### config.mk
export PLATFORM = sky130hd
export DESIGN_NAME = iob_axistream_in_seq
export DESIGN_NICKNAME = d
export VERILOG_FILES = /design/src/rtl/iob_axistream_in_seq.sv
export SDC_FILE = /design/constraint.sdc
export NUM_CORES = 1
export LEC_CHECK = 0
export ABC_AREA = 1
export BUFFER_PORTS_ARGS = -buffer_cell sky130_fd_sc_hd__buf_2
export CAP_MARGIN = 20
export CORE_MARGIN = 3
export CORE_UTILIZATION = 57
export DETAILED_ROUTE_END_ITERATION = 8
export PLACE_DENSITY_LB_ADDON = 0.2
export SLEW_MARGIN = 5
export SYNTH_ARGS = -nofsm -noshare
export SYNTH_HDL_FRONTEND = slang
export SYNTH_SLANG_ARGS = --single-unit
### constraint.sdc
create_clock -name clk_i -period 6.9 [get_ports clk_i]
set_clock_uncertainty 0.05 [all_clocks]
set_input_delay 0.345 -clock clk_i [delete_from_list [all_inputs] [get_ports clk_i]]
set_output_delay 0.345 -clock clk_i [all_outputs]
set_load 0.01 [all_outputs]
### src/rtl/iob_axistream_in_seq.sv
// Sequencer that configures an IOb AXI-stream-in peripheral through its CSRs, drains nwords
// words into a valid/ready stream and disables it. Optional watchdog: IOB_AXISTREAM_IN_SEQ_TIMEOUT_EN.
//
// state     | meaning
// IDLE      | waiting for start_i
// SRST1     | write SRST <- 1
// SRST0     | write SRST <- 0
// MODE      | write MODE <- latched mode
// NWORDS    | write NWORDS <- latched word count
// ENABLE    | write ENABLE <- 1
// RD_REQ    | issue read of DATA
// RD_RESP   | wait for read data
// PUSH      | hold word on the output stream until accepted
// DISABLE   | write ENABLE <- 0, then done
module iob_axistream_in_seq #(
  parameter int DATA_W      = 32,
  parameter int ADDR_W      = 10,
  parameter int SRST_ADDR   = 0,
  parameter int MODE_ADDR   = 1,
  parameter int NWORDS_ADDR = 4,
  parameter int ENABLE_ADDR = 8,
  parameter int DATA_ADDR   = 12,
  parameter int TIMEOUT     = 1023
) (
  input  logic                clk_i,
  input  logic                cke_i,
  input  logic                arst_i,
  input  logic                start_i,
  input  logic                mode_i,
  input  logic [DATA_W-1:0]   nwords_i,
  output logic                busy_o,
  output logic                done_o,
  output logic                error_o,
  output logic                iob_valid_o,
  output logic [ADDR_W-1:0]   iob_addr_o,
  output logic [DATA_W-1:0]   iob_wdata_o,
  output logic [DATA_W/8-1:0] iob_wstrb_o,
  output logic                iob_rready_o,
  input  logic                iob_ready_i,
  input  logic                iob_rvalid_i,
  input  logic [DATA_W-1:0]   iob_rdata_i,
  output logic [DATA_W-1:0]   data_o,
  output logic                data_valid_o,
  input  logic                data_ready_i
);

  localparam int STRB_W = DATA_W / 8;

  localparam logic [ADDR_W-1:0] A_SRST   = ADDR_W'(SRST_ADDR);
  localparam logic [ADDR_W-1:0] A_MODE   = ADDR_W'(MODE_ADDR);
  localparam logic [ADDR_W-1:0] A_NWORDS = ADDR_W'(NWORDS_ADDR);
  localparam logic [ADDR_W-1:0] A_ENABLE = ADDR_W'(ENABLE_ADDR);
  localparam logic [ADDR_W-1:0] A_DATA   = ADDR_W'(DATA_ADDR);

  typedef enum logic [3:0] {
    S_IDLE,
    S_SRST1,
    S_SRST0,
    S_MODE,
    S_NWORDS,
    S_ENABLE,
    S_RD_REQ,
    S_RD_RESP,
    S_PUSH,
    S_DISABLE
  } state_t;

  state_t state;
  state_t state_adv;
  state_t state_nxt;

  logic                mode_q;
  logic [DATA_W-1:0]   nwords_q;
  logic [DATA_W-1:0]   cnt;
  logic                timeout;

  logic                wr_en;
  logic                wr_wide;
  logic [ADDR_W-1:0]   wr_addr;
  logic [DATA_W-1:0]   wr_val;
  logic                rd_req;
  logic [STRB_W-1:0]   strb_base;

  always_ff @(posedge clk_i or posedge arst_i) begin
    if (arst_i) begin
      state <= S_IDLE;
    end else if (cke_i) begin
      state <= state_nxt;
    end
  end

  always_comb begin
    state_adv    = state;
    wr_en        = 1'b0;
    wr_wide      = 1'b0;
    wr_addr      = '0;
    wr_val       = '0;
    rd_req       = 1'b0;
    iob_rready_o = 1'b0;
    data_valid_o = 1'b0;
    case (state)
      S_IDLE: begin
        if (start_i) state_adv = S_SRST1;
      end
      S_SRST1: begin
        wr_en   = 1'b1;
        wr_addr = A_SRST;
        wr_val  = DATA_W'(1);
        if (iob_ready_i) state_adv = S_SRST0;
      end
      S_SRST0: begin
        wr_en   = 1'b1;
        wr_addr = A_SRST;
        if (iob_ready_i) state_adv = S_MODE;
      end
      S_MODE: begin
        wr_en   = 1'b1;
        wr_addr = A_MODE;
        wr_val  = DATA_W'(mode_q);
        if (iob_ready_i) state_adv = S_NWORDS;
      end
      S_NWORDS: begin
        wr_en   = 1'b1;
        wr_wide = 1'b1;
        wr_addr = A_NWORDS;
        wr_val  = nwords_q;
        if (iob_ready_i) state_adv = S_ENABLE;
      end
      S_ENABLE: begin
        wr_en   = 1'b1;
        wr_addr = A_ENABLE;
        wr_val  = DATA_W'(1);
        if (iob_ready_i) state_adv = (nwords_q != '0) ? S_RD_REQ : S_DISABLE;
      end
      S_RD_REQ: begin
        rd_req = 1'b1;
        if (iob_ready_i) state_adv = S_RD_RESP;
      end
      S_RD_RESP: begin
        iob_rready_o = 1'b1;
        if (iob_rvalid_i) state_adv = S_PUSH;
      end
      S_PUSH: begin
        data_valid_o = 1'b1;
        if (data_ready_i) state_adv = (cnt < nwords_q) ? S_RD_REQ : S_DISABLE;
      end
      S_DISABLE: begin
        wr_en   = 1'b1;
        wr_addr = A_ENABLE;
        if (iob_ready_i) state_adv = S_IDLE;
      end
      default: state_adv = S_IDLE;
    endcase
  end

  // Kept outside the FSM block so the watchdog can look at state_adv without a combinational loop.
  assign state_nxt = timeout ? S_IDLE : state_adv;

  assign busy_o      = (state != S_IDLE);
  assign iob_valid_o = wr_en | rd_req;
  assign iob_addr_o  = wr_en ? wr_addr : (rd_req ? A_DATA : '0);

  // Narrow CSRs sit in the byte lane selected by the low address bits.
  assign strb_base   = wr_wide ? '1 : STRB_W'(1);
  assign iob_wdata_o = wr_en ? (wr_val << {wr_addr[1:0], 3'b000}) : '0;
  assign iob_wstrb_o = wr_en ? (strb_base << wr_addr[1:0]) : '0;

  always_ff @(posedge clk_i or posedge arst_i) begin
    if (arst_i) begin
      mode_q   <= 1'b0;
      nwords_q <= '0;
      cnt      <= '0;
      data_o   <= '0;
      done_o   <= 1'b0;
    end else if (cke_i) begin
      done_o <= (state == S_DISABLE) && iob_ready_i;
      if ((state == S_IDLE) && start_i) begin
        mode_q   <= mode_i;
        nwords_q <= nwords_i;
        cnt      <= '0;
      end
      if ((state == S_RD_RESP) && iob_rvalid_i) begin
        data_o <= iob_rdata_i;
        cnt    <= cnt + 1'b1;
      end
    end
  end

`ifdef IOB_AXISTREAM_IN_SEQ_TIMEOUT_EN
  localparam int WD_W = $clog2(TIMEOUT + 1);

  logic [WD_W-1:0] wd_cnt;
  logic            wd_armed;

  // Down-counter reloaded on every state change; terminal count on a stalled cycle aborts.
  assign wd_armed = (state != S_IDLE) && (state != S_PUSH);
  assign timeout  = wd_armed && (state_adv == state) && (wd_cnt == '0);

  always_ff @(posedge clk_i or posedge arst_i) begin
    if (arst_i) begin
      wd_cnt  <= '0;
      error_o <= 1'b0;
    end else if (cke_i) begin
      if (state_nxt != state) begin
        wd_cnt <= WD_W'(TIMEOUT - 1);
      end else if (wd_cnt != '0) begin
        wd_cnt <= wd_cnt - 1'b1;
      end
      if (timeout) begin
        error_o <= 1'b1;
      end else if ((state == S_IDLE) && start_i) begin
        error_o <= 1'b0;
      end
    end
  end
`else
  assign timeout = 1'b0;
  assign error_o = 1'b0;
`endif

endmodule
==> impl_metrics.py, run 1 <==
metrics = {
    "pwr": {
        "total_leakage_power_nw": 3.800,
        "vdd.ir_drop.worst_v": 0.0002533,
        "power-per-cell-area_nw_per_um2": 302.5,
    },
    "detailed_routing": {
        "remaining_drc_errors": 0,
        "wire_per_inst_um": 14.16,
        "drt-total-wl_um": 14810,
        "drt_first_iter_violations": 331,
        "post_drt_via_cell_ratio": 5.169,
        "ant_nets": 0,
        "detailedRoute.firstPassIterationCount": 5,
        "route.vias.total": 5407,
    },
    "placed_design": {
        "dp.final_hpwl_um": 11080,
        "weighted_congestion_at_the_end_of_routability_driven_global_placement": 0.9409,
        "placement.io_buffers": 147,
    },
    "synthesis": {
        "yosysWarnings": 0,
        "ys_seq_area_share_pct": 44.05,
        "yosysUniqueCellTypes": 39,
        "yosys_register_bits": 102,
        "avgSynthCellArea_um2": 7.545,
        "syn_inst": 768,
        "mappedNetlistArea_um2": 5794,
    },
    "grt": {
        "met3_track_demand_over_resource_pct": 5.659,
        "grt_pass1_wl_um": 24160,
        "initial_antenna_violation_count": 0,
        "grt-busiest-layer": "met2",
        "global_route.usage.met1_pct": 33.43,
        "via_count_of_the_first_global_routing_pass": 5111,
        "grt_remaining_overflow": 0,
        "grt_use_total_pct": 26.63,
        "grt_start_max_net_pins": 88,
        "global_route.usage.met2_pct": 45.73,
    },
    "clock_tree": {
        "clock_tree_from_tritoncts": "built",
        "cts_resized": 0,
        "cts_buffers": 9,
        "cts_post_setup_buffers_inserted": 0,
        "deepest_clock_path_buffer_count": 2,
        "clockRootBuffer": "clkbuf_8",
        "worst_skew_pair.late_latency_ns": 0.39,
        "htree_num_levels": 3,
        "clk_pin_slew_worst_paths_ns": 0.11,
        "cts_hold_buffers": 1,
        "clock_sink_count": 102,
    },
    "worst_hold_path": {
        "holdPathStages": 3,
        "hold_class": "in2reg",
        "min_delay_worst_endpoint": "data_o[29]$_DFFE_PP0P_",
        "worst_hold_path_startpoint": "iob_rdata_i[29]",
    },
    "worst_setup_path": {
        "reg2reg_from": "state[1]$_DFFE_PP0P_",
        "cell_chain_critical_path": "nor2_2 > nand2_1 > inv_1 > nand3_1 > nand2_1 > nand2_1 > nor2_1 > nand2_1 > nor2_1 > o21ai_0 > a21oi_1",
        "crit_arrival_ns": 3.25,
        "setup_cp_type": "reg2reg",
        "rr_worst_depth": 11,
        "timing.critical_path.to_type": "flop",
        "worstReg2RegEnd": "cnt[9]$_DFFE_PP0P_",
        "critical-path-top-cell-by-count": "nand2_1",
        "critPathSlowestCell": "nand2_1",
        "cp_data_required_time_ns": 7.16,
        "cp_slowest_stage_delay_ns": 0.62,
        "slack_of_the_worst_reg_to_reg_path_ns": 3.91,
        "critical_path_peak_fanout": 21,
        "cp-start-kind": "flop",
    },
    "sta": {
        "rsz0062_at_grt": "false",
        "setup_tns_ns": 0,
        "layout_worst_path_cycle_share_pct": 43.38,
        "final_hold_viol_count": 0,
        "worst-slew-pin-transition_ns": 0.8519,
        "setup_viol_count_final": 0,
        "max-slew-margin-rel_pct": 43.15,
        "fmaxAchievable_ghz": 0.3341,
        "max_slew_vio_count": 0,
        "hold-worst-slack_ns": 0.09250,
        "finalWorstPathRequiredPeriod_ns": 2.993,
    },
    "die": {
        "core-area_um2": 9819,
        "vertical_die_dimension_um": 106.8,
        "die_w_um": 106.8,
        "die_area_um2": 11410,
        "core.rowCount": 36,
        "initial_utilization_pct": 59.01,
        "ioPinCount": 156,
    },
    "run": {
        "maximum_capacitance_violations": 0,
    },
    "layout": {
        "drive_above_1_share_pct": 20.37,
        "fillers": 838,
        "final_util_pct": 69.74,
        "design.final.nets": 1013,
        "total_inserted_antenna_cells": 0,
        "areaGrowthSynthToFinish_pct": 18.18,
    },
    "status": {
        "status": "finished, final reports clean",
    },
}
==> cells in the final DEF (no fill, tap or decap), drive strengths merged, types with 2 or more instances in the layout <==
cell type / instances
nand2: 248
buf: 152
nand3b: 2
nand3: 19
clkinvlp: 2
o21ai: 54
xor2: 6
ha: 32
a21oi: 30
clkbuf: 10
a31oi: 3
conb: 8
nand4: 18
dfrtp: 102
inv: 82
nor4: 7
nor2: 100
nor3: 20
o31ai: 6
==> Yosys cell counts <==
cell,n,area share (%)
or2_2,1,0.11
a31oi_1,3,0.32
nand3_1,19,1.6
dfrtp_1,102,44
o31ai_1,6,0.78
buf_2,4,0.35
a311oi_1,1,0.15
buf_6,1,0.19
nand4_1,18,1.9
and2_1,1,0.11
a211oi_1,1,0.13
o211ai_2,1,0.22
nor2_2,4,0.43
o21ai_0,53,4.6
nor3_1,17,1.5
nor2_1,94,6.1
buf_4,9,1.2
o22ai_1,1,0.11
conb_1,1,0.065
nor3_2,2,0.35
nor3_4,1,0.28
buf_1,3,0.19
clkbuf_1,13,0.84
inv_1,79,5.1
nor3b_2,1,0.22
nor2_8,2,0.69
a21oi_1,30,2.6
nand2_1,245,16
nand2_4,2,0.39
inv_2,2,0.13
nor4_2,1,0.22
o221a_2,1,0.19
ha_1,32,6.9
nand3b_1,2,0.26
nand2_2,1,0.11
xor2_1,6,0.91
nor4_1,6,0.65
and3_1,1,0.11
o21ai_1,1,0.086
==> stage by stage <==
| step | worst slack, ns | cells | cell area (µm²) | total power [W] |
|---|---|---|---|---|
| 2_1_floorplan | 3.830 | 775 | 5821 | 0.001402 |
| 3_3_place_gp | 3.915 | 1027 | 6581 | 0.001664 |
| 3_5_place_dp | 3.799 | 1027 | 6581 | 0.001697 |
| 4_1_cts | 3.758 | 1043 | 6778 | 0.002079 |
| 5_1_grt | 3.720 | 1046 | 6848 | 0.002231 |
| 6_report | 3.907 | 1046 | 6848 | 0.002071 |
==> layer usage <==
layer  vias up  wire length, µm
met2       180             7366
met3        23              893
met5         -                0
li1       2733                -
met1      2471             6279
met4         0              274
==> worst max-delay path by stage <==
stage / from / to / slack (ns) / cells after the start
3_5_place_dp: state[3]$_DFFE_PP0P_ / cnt[9]$_DFFE_PP0P_ / 3.80 / 11
4_1_cts: state[3]$_DFFE_PP0P_ / cnt[9]$_DFFE_PP0P_ / 3.76 / 11
3_3_place_gp: state[3]$_DFFE_PP0P_ / cnt[9]$_DFFE_PP0P_ / 3.91 / 11
5_1_grt: state[0]$_DFFE_PP0P_ / cnt[9]$_DFFE_PP0P_ / 3.72 / 11
2_1_floorplan: arst_i / cnt[0]$_DFFE_PP0P_ / 3.83 / 1
6_report: state[1]$_DFFE_PP0P_ / cnt[9]$_DFFE_PP0P_ / 3.91 / 11
==> power by group <==
group | switching [W] | internal [W]
registers | 0.000107 | 0.000769
clock network | 0.000209 | 0.000167
logic | 0.000532 | 0.000287
total | 0.000849 | 0.00122
==> registers in the layout, indices dropped and copies added, names as in the netlist <==
| signal | count |
|---|---|
| mode_q | 1 |
| nwords_q | 32 |
| state | 4 |
| data_o | 32 |
| cnt | 32 |
| done_o | 1 |
==> cells by family after synthesis <==
logic type                 share of synthesized area, %
buffers and inverters                             7.990
other                                           0.06472
xor gates and xnor gates                         0.9069
DFF                                               44.05
AOI/OAI and AO/OA                                 9.156
adders and majority gates                         6.910
and+or+nand+nor                                   30.92
==> worst max-delay path: cells and delay by family, from the launching register on <==
| family | cells | cell delay [ns] |
|---|---|---|
| buf+inv | 1 | 0.10 |
| flops | 1 | 0.47 |
| compound gates | 2 | 0.26 |
| simple gates | 8 | 2.04 |
==> area by class of cell <==
class                      count  area (µm²)  area share (%)
inverter                      81       306.5           4.477
tap                          133       166.4           2.430
clock buffer                  10       127.6           1.864
clock inverter                 5       58.81          0.8588
timing repair buffer         153       830.8           12.13
multi-input combinational    562        2805           40.96
sequential                   102        2552           37.27
Note: power is estimated with default switching activity, not from simulation.
==> inputs of run 2 (changes only) <==
--- a/config.mk
+++ b/config.mk
@@ -9,7 +9,7 @@
 export BUFFER_PORTS_ARGS = -buffer_cell sky130_fd_sc_hd__buf_2
 export CAP_MARGIN = 20
 export CORE_MARGIN = 3
-export CORE_UTILIZATION = 57
+export CORE_UTILIZATION = 48
 export DETAILED_ROUTE_END_ITERATION = 8
 export PLACE_DENSITY_LB_ADDON = 0.2
 export SLEW_MARGIN = 5
==> constraint.sdc (replaced) <==
create_clock -name clk_i -period 2.5 [get_ports clk_i]
set_clock_uncertainty 0.05 [all_clocks]
set_input_delay 0.125 -clock clk_i [delete_from_list [all_inputs] [get_ports clk_i]]
set_output_delay 0.125 -clock clk_i [all_outputs]
set_load 0.01 [all_outputs]
==> run 2 against run 1 <==
Net effect:
- global-route usage fell by 3.3 points
- worst hold slack got worse by 0.057 ns
- largest cell class unchanged
- critical path type is now reg2out
- combinational power increased to 2.9 times the previous value
- highest routed layer unchanged
- via count increased by 4.5%
- non-clock buffer count is 71 higher
==> impl_metrics.py, run 2 (same netlist as run 1, synthesis figures left out) <==
metrics = {
    "status": {
        "status": "finished, final reports clean",
    },
    "sta": {
        "max_slew_vio_count": 0,
        "hold-worst-slack_ns": 0.03517,
        "finalWorstPathRequiredPeriod_ns": 2.213,
        "max-slew-margin-rel_pct": 58.90,
        "layout_worst_path_cycle_share_pct": 88.54,
        "rsz0062_at_grt": "false",
        "setup_viol_count_final": 0,
        "setup_tns_ns": 0,
        "worst-slew-pin-transition_ns": 0.6165,
        "fmaxAchievable_ghz": 0.4518,
        "final_hold_viol_count": 0,
    },
    "die": {
        "die_w_um": 115.9,
        "die_area_um2": 13430,
        "ioPinCount": 156,
        "initial_utilization_pct": 49.89,
        "core.rowCount": 39,
        "core-area_um2": 11610,
        "vertical_die_dimension_um": 115.9,
    },
    "clock_tree": {
        "deepest_clock_path_buffer_count": 2,
        "cts_buffers": 9,
        "clk_pin_slew_worst_paths_ns": 0.07,
        "worst_skew_pair.late_latency_ns": 0.34,
        "clock_sink_count": 102,
        "htree_num_levels": 3,
        "clockRootBuffer": "clkbuf_16",
        "clock_tree_from_tritoncts": "built",
    },
    "layout": {
        "layout.cells.most_common_list": "nand2_1 (245), buf_2 (147), dfrtp_1 (102)",
        "design.final.nets": 1084,
        "final_util_pct": 65.94,
        "area_taken_by_multi_input_logic_gates_um2": 2805,
        "area.sequential_um2": 2552,
        "areaGrowthSynthToFinish_pct": 32.17,
        "reg_top3": "cnt x32, data_o x32, nwords_q x32",
        "most_frequent_standard_cell_in_the_layout_excluding_fill_and_tap_cells": "nand2_1",
        "total_inserted_antenna_cells": 0,
        "fillers": 991,
        "drive_above_1_share_pct": 19.70,
    },
    "detailed_routing": {
        "drt-total-wl_um": 15320,
        "post_drt_via_cell_ratio": 5.010,
        "wire_per_inst_um": 13.58,
        "route.vias.total": 5651,
        "detailedRoute.firstPassIterationCount": 6,
        "ant_nets": 0,
        "remaining_drc_errors": 0,
        "drt_first_iter_violations": 369,
    },
    "grt": {
        "grt_start_max_net_pins": 70,
        "grt_pass1_wl_um": 25200,
        "initial_antenna_violation_count": 0,
        "via_count_of_the_first_global_routing_pass": 5356,
        "grt_use_total_pct": 23.33,
        "grt_remaining_overflow": 0,
    },
    "worst_setup_path": {
        "rr_worst_depth": 11,
        "reg2reg_from": "state[1]$_DFFE_PP0P_",
        "worstSetupEndpoint": "iob_wdata_o[30]",
        "slack_of_the_worst_reg_to_reg_path_ns": 0.45,
        "cp_data_required_time_ns": 2.33,
        "critical_path_peak_fanout": 17,
        "setup_cp_type": "reg2out",
        "cp-start-kind": "flop",
        "critPathLaunch": "state[3]$_DFFE_PP0P_",
        "worstReg2RegEnd": "cnt[9]$_DFFE_PP0P_",
        "crit_arrival_ns": 2.04,
        "timing.critical_path.to_type": "output pin",
    },
    "placed_design": {
        "placement.io_buffers": 147,
        "weighted_congestion_at_the_end_of_routability_driven_global_placement": 0.9257,
        "dp.final_hpwl_um": 10730,
    },
    "run": {
        "maximum_capacitance_violations": 0,
    },
    "pwr": {
        "total_leakage_power_nw": 4.146,
        "vdd.ir_drop.worst_v": 0.0004448,
        "power-per-cell-area_nw_per_um2": 807.7,
    },
    "worst_hold_path": {
        "hold_class": "in2reg",
    },
}
-- run 2: critical path: stages, from the launching register on --
cell	delay, ns
dfrtp_1	0.43
inv_2	0.10
nand2_2	0.13
nor2_1	0.33
clkinvlp_4	0.21
buf_4	0.23
nor2_1	0.11
buf_2	0.15
-- run 2: repair_timing --
action | 4_1_cts | 5_1_grt
buffers inserted | 0 | 1
gates resized for setup | 0 | 1
hold buffers | 67 | 0
endpoints found under the hold margin | 89 | 0
setup endpoints to repair | 0 | 10
-- run 2: worst min-delay path by stage --
stage | startpoint | end | slack, ns | depth (start not counted)
floorplan | iob_rdata_i[0] | data_o[0]$_DFFE_PP0P_ | 0.18 | 2
global placement | arst_i | data_o[25]$_DFFE_PP0P_ | 0.15 | 2
finish | cke_i | done_o$_DFFE_PP0P_ | 0.04 | 3
global route | cke_i | done_o$_DFFE_PP0P_ | 0.04 | 3
CTS | cke_i | done_o$_DFFE_PP0P_ | 0.02 | 3
detailed placement | arst_i | data_o[25]$_DFFE_PP0P_ | 0.16 | 2
-- run 2: power breakdown --
part / switching [W] / internal [W]
sequential: 0.000286 / 0.00213
clock: 0.000644 / 0.000789
combinational: 0.00147 / 0.000874
total: 0.00240 / 0.00379
-- run 2: routing by layer --
layer,up-vias,part of all wire (%),GRT usage [%]
met2,172,48,39.51
met4,0,1.8,6.419
met1,2574,45,30.51
met3,20,5.4,4.804
li1,2885,-,-
met5,-,0,0
-- run 2: final cells by class --
| class | count | share of cell area [%] |
|---|---|---|
| multi-input combinational | 562 | 36.63 |
| sequential | 102 | 33.33 |
| timing repair buffer | 224 | 19.67 |
| inverter | 81 | 4.068 |
| clock buffer | 9 | 2.941 |
| tap | 143 | 2.336 |
| clock inverter | 7 | 1.029 |
-- run 2: stage by stage --
step	cells	setup slack (ns)	total power, W	instance area [µm²]
3_3_place_gp	1044	0.4986	0.004645	6660
4_1_cts	1127	0.1311	0.006198	7635
6_report	1128	0.2866	0.006186	7659
5_1_grt	1128	0.1380	0.006670	7659
2_1_floorplan	775	0.6979	0.003871	5824
3_5_place_dp	1044	0.4475	0.004670	6660
==> inputs of run 3 (changes only) <==
--- a/config.mk
+++ b/config.mk
@@ -11,7 +11,7 @@
 export CORE_MARGIN = 3
 export CORE_UTILIZATION = 48
 export DETAILED_ROUTE_END_ITERATION = 8
-export PLACE_DENSITY_LB_ADDON = 0.2
+export PLACE_DENSITY = 0.84
 export SLEW_MARGIN = 5
 export SYNTH_ARGS = -nofsm -noshare
 export SYNTH_HDL_FRONTEND = slang
==> run 3 against run 2 <==
Net effect:
- final cell count barely moved
- total power grew 0.21%
- combinational power up 3%
- critical endpoint is now iob_wdata_o[0]
- highest routed layer unchanged
==> impl_metrics.py, run 3 (same netlist as run 1, synthesis figures left out) <==
metrics = {
    "layout": {
        "area.sequential_um2": 2552,
        "drive_above_1_share_pct": 19.78,
        "most_frequent_standard_cell_in_the_layout_excluding_fill_and_tap_cells": "nand2_1",
        "reg_top3": "cnt x32, data_o x32, nwords_q x32",
        "design.final.nets": 1085,
        "post_route_insts_no_fill": 1129,
        "areaGrowthSynthToFinish_pct": 32.04,
        "total_inserted_antenna_cells": 0,
        "post-route-cell-area_um2": 7651,
        "fillers": 974,
        "layout.cells.most_common_list": "nand2_1 (245), buf_2 (147), dfrtp_1 (102)",
        "area_taken_by_multi_input_logic_gates_um2": 2805,
    },
    "sta": {
        "setup_tns_ns": 0,
        "rsz0062_at_grt": "false",
        "layout_worst_path_cycle_share_pct": 91.49,
        "final_hold_viol_count": 0,
        "hold-worst-slack_ns": 0.01014,
        "max-slew-margin-rel_pct": 57.38,
        "setup_viol_count_final": 0,
        "fmaxAchievable_ghz": 0.4372,
        "max_slew_vio_count": 0,
        "worst-slew-pin-transition_ns": 0.6393,
        "finalWorstPathRequiredPeriod_ns": 2.287,
        "setup_ws_final_ns": 0.2128,
    },
    "worst_setup_path": {
        "critical_path_buf_inv_count": 4,
        "critical_path_depth": 7,
        "critPathLaunch": "state[3]$_DFFE_PP0P_",
        "setup_cp_type": "reg2out",
        "cell_chain_critical_path": "inv_2 > nand2_2 > nor2_1 > clkinvlp_4 > buf_12 > o22ai_1 > buf_2",
        "crit_arrival_ns": 2.11,
        "critical_path_peak_fanout": 15,
        "timing.critical_path.to_type": "output pin",
        "reg2reg_from": "state[2]$_DFFE_PP0P_",
        "rr_worst_depth": 11,
        "critPathSlowestCell": "dfrtp_1",
        "cp_slowest_stage_delay_ns": 0.44,
        "timing.critical_path.max_delay_family": "buffers and inverters",
        "cp_data_required_time_ns": 2.33,
        "cp-start-kind": "flop",
    },
    "worst_hold_path": {
        "holdPathStages": 3,
        "worst_hold_path_startpoint": "cke_i",
        "hold_class": "in2reg",
    },
    "detailed_routing": {
        "ant_nets": 0,
        "drt_first_iter_violations": 511,
        "route.vias.total": 5825,
        "remaining_drc_errors": 0,
        "detailedRoute.firstPassIterationCount": 6,
        "wire_per_inst_um": 14.37,
        "post_drt_via_cell_ratio": 5.159,
        "drt-total-wl_um": 16230,
    },
    "grt": {
        "grt_start_max_net_pins": 103,
        "met3_track_demand_over_resource_pct": 6.789,
        "grt-busiest-layer": "met2",
        "initial_antenna_violation_count": 0,
        "grt_pass1_wl_um": 26540,
        "via_count_of_the_first_global_routing_pass": 5713,
        "grt_remaining_overflow": 0,
        "global_route.usage.met1_pct": 30.03,
        "global_route.usage.met2_pct": 41.66,
        "grt_use_total_pct": 24.85,
    },
    "die": {
        "die_w_um": 115.9,
        "core-area_um2": 11610,
        "vertical_die_dimension_um": 115.9,
        "ioPinCount": 156,
        "initial_utilization_pct": 49.89,
        "core.rowCount": 39,
        "die_area_um2": 13430,
    },
    "placed_design": {
        "place.detailed.instances": 1044,
        "weighted_congestion_at_the_end_of_routability_driven_global_placement": 0.9728,
        "post-place-ws_ns": 0.4945,
        "placement.io_buffers": 147,
        "placedInstanceArea_um2": 6660,
        "dp.final_hpwl_um": 10700,
    },
    "clock_tree": {
        "deepest_clock_path_buffer_count": 2,
        "clock_sink_count": 102,
        "worst_skew_pair.late_latency_ns": 0.35,
        "htree_num_levels": 3,
        "clockRootBuffer": "clkbuf_16",
        "cts_buffers": 9,
        "clk_pin_slew_worst_paths_ns": 0.07,
        "clock_tree_from_tritoncts": "built",
    },
    "status": {
        "status": "finished, final reports clean",
    },
    "pwr": {
        "vdd.ir_drop.worst_v": 0.0006126,
        "total_leakage_power_nw": 4.141,
        "power-per-cell-area_nw_per_um2": 810.2,
    },
    "run": {
        "maximum_capacitance_violations": 0,
    },
}
-- run 3: changes by cell type in the layout (fill, tap and decap cells not counted) --
cell | previous run | this run
buf_4 | 8 | 9
inv_6 | 3 | 2
inv_8 | 0 | 3
bufinv_16 | 1 | 0
clkinv_4 | 2 | 0
clkinvlp_4 | 2 | 3
-- run 3: per-layer routing --
metal / up-vias / share of wire, %
li1: 2883 / -
met1: 2667 / 42
met2: 234 / 48
met3: 41 / 7.4
met4: 0 / 3.6
met5: - / 0
-- run 3: timing repair --
item,CTS,global route
endpoints found under the hold margin,168,0
gates resized for setup,0,1
setup endpoints to repair,0,17
setup buffers,0,2
hold buffers,67,0
-- run 3: per-stage QoR --
stage | util (%) | total power (W)
after floorplan | - | 0.003871
after global placement | 57.35 | 0.004619
after detailed placement | 57.35 | 0.004678
after CTS | 65.61 | 0.006165
after global routing | 65.88 | 0.006679
final | 65.88 | 0.006199
-- run 3: worst paths after layout --
| check | to | slack (ns) |
|---|---|---|
| max in group asynchronous | nwords_q[26]$_DFFE_PP0P_ | 1.57 |
| worst max-delay path | iob_wdata_o[0] | 0.21 |
| min in group asynchronous | data_o[0]$_DFFE_PP0P_ | 0.41 |
| worst min register to register | data_o[17]$_DFFE_PP0P_ | 0.43 |
| worst min-delay path | done_o$_DFFE_PP0P_ | 0.01 |
| worst max register to register | cnt[9]$_DFFE_PP0P_ | 0.43 |
-- run 3: area by class of cell --
type,instances,share of cell area [%]
well taps,143,2.339
repair buffers,225,19.79
clock buffers,9,2.944
clock inverters,7,0.8340
inverters,81,4.072
flip-flops and latches,102,33.36
multi-input cells,562,36.66
-- run 3: worst min-delay path: stages --
cell and delay [ns]:
buf_2 0.13, nand3_1 0.08, nand2_1 0.05
-- run 3: power by group --
group / total (W) / internal [W] / switching, W
logic: 0.00240 / 0.000884 / 0.00151
registers: 0.00242 / 0.00213 / 0.000296
clock network: 0.00138 / 0.000702 / 0.000680
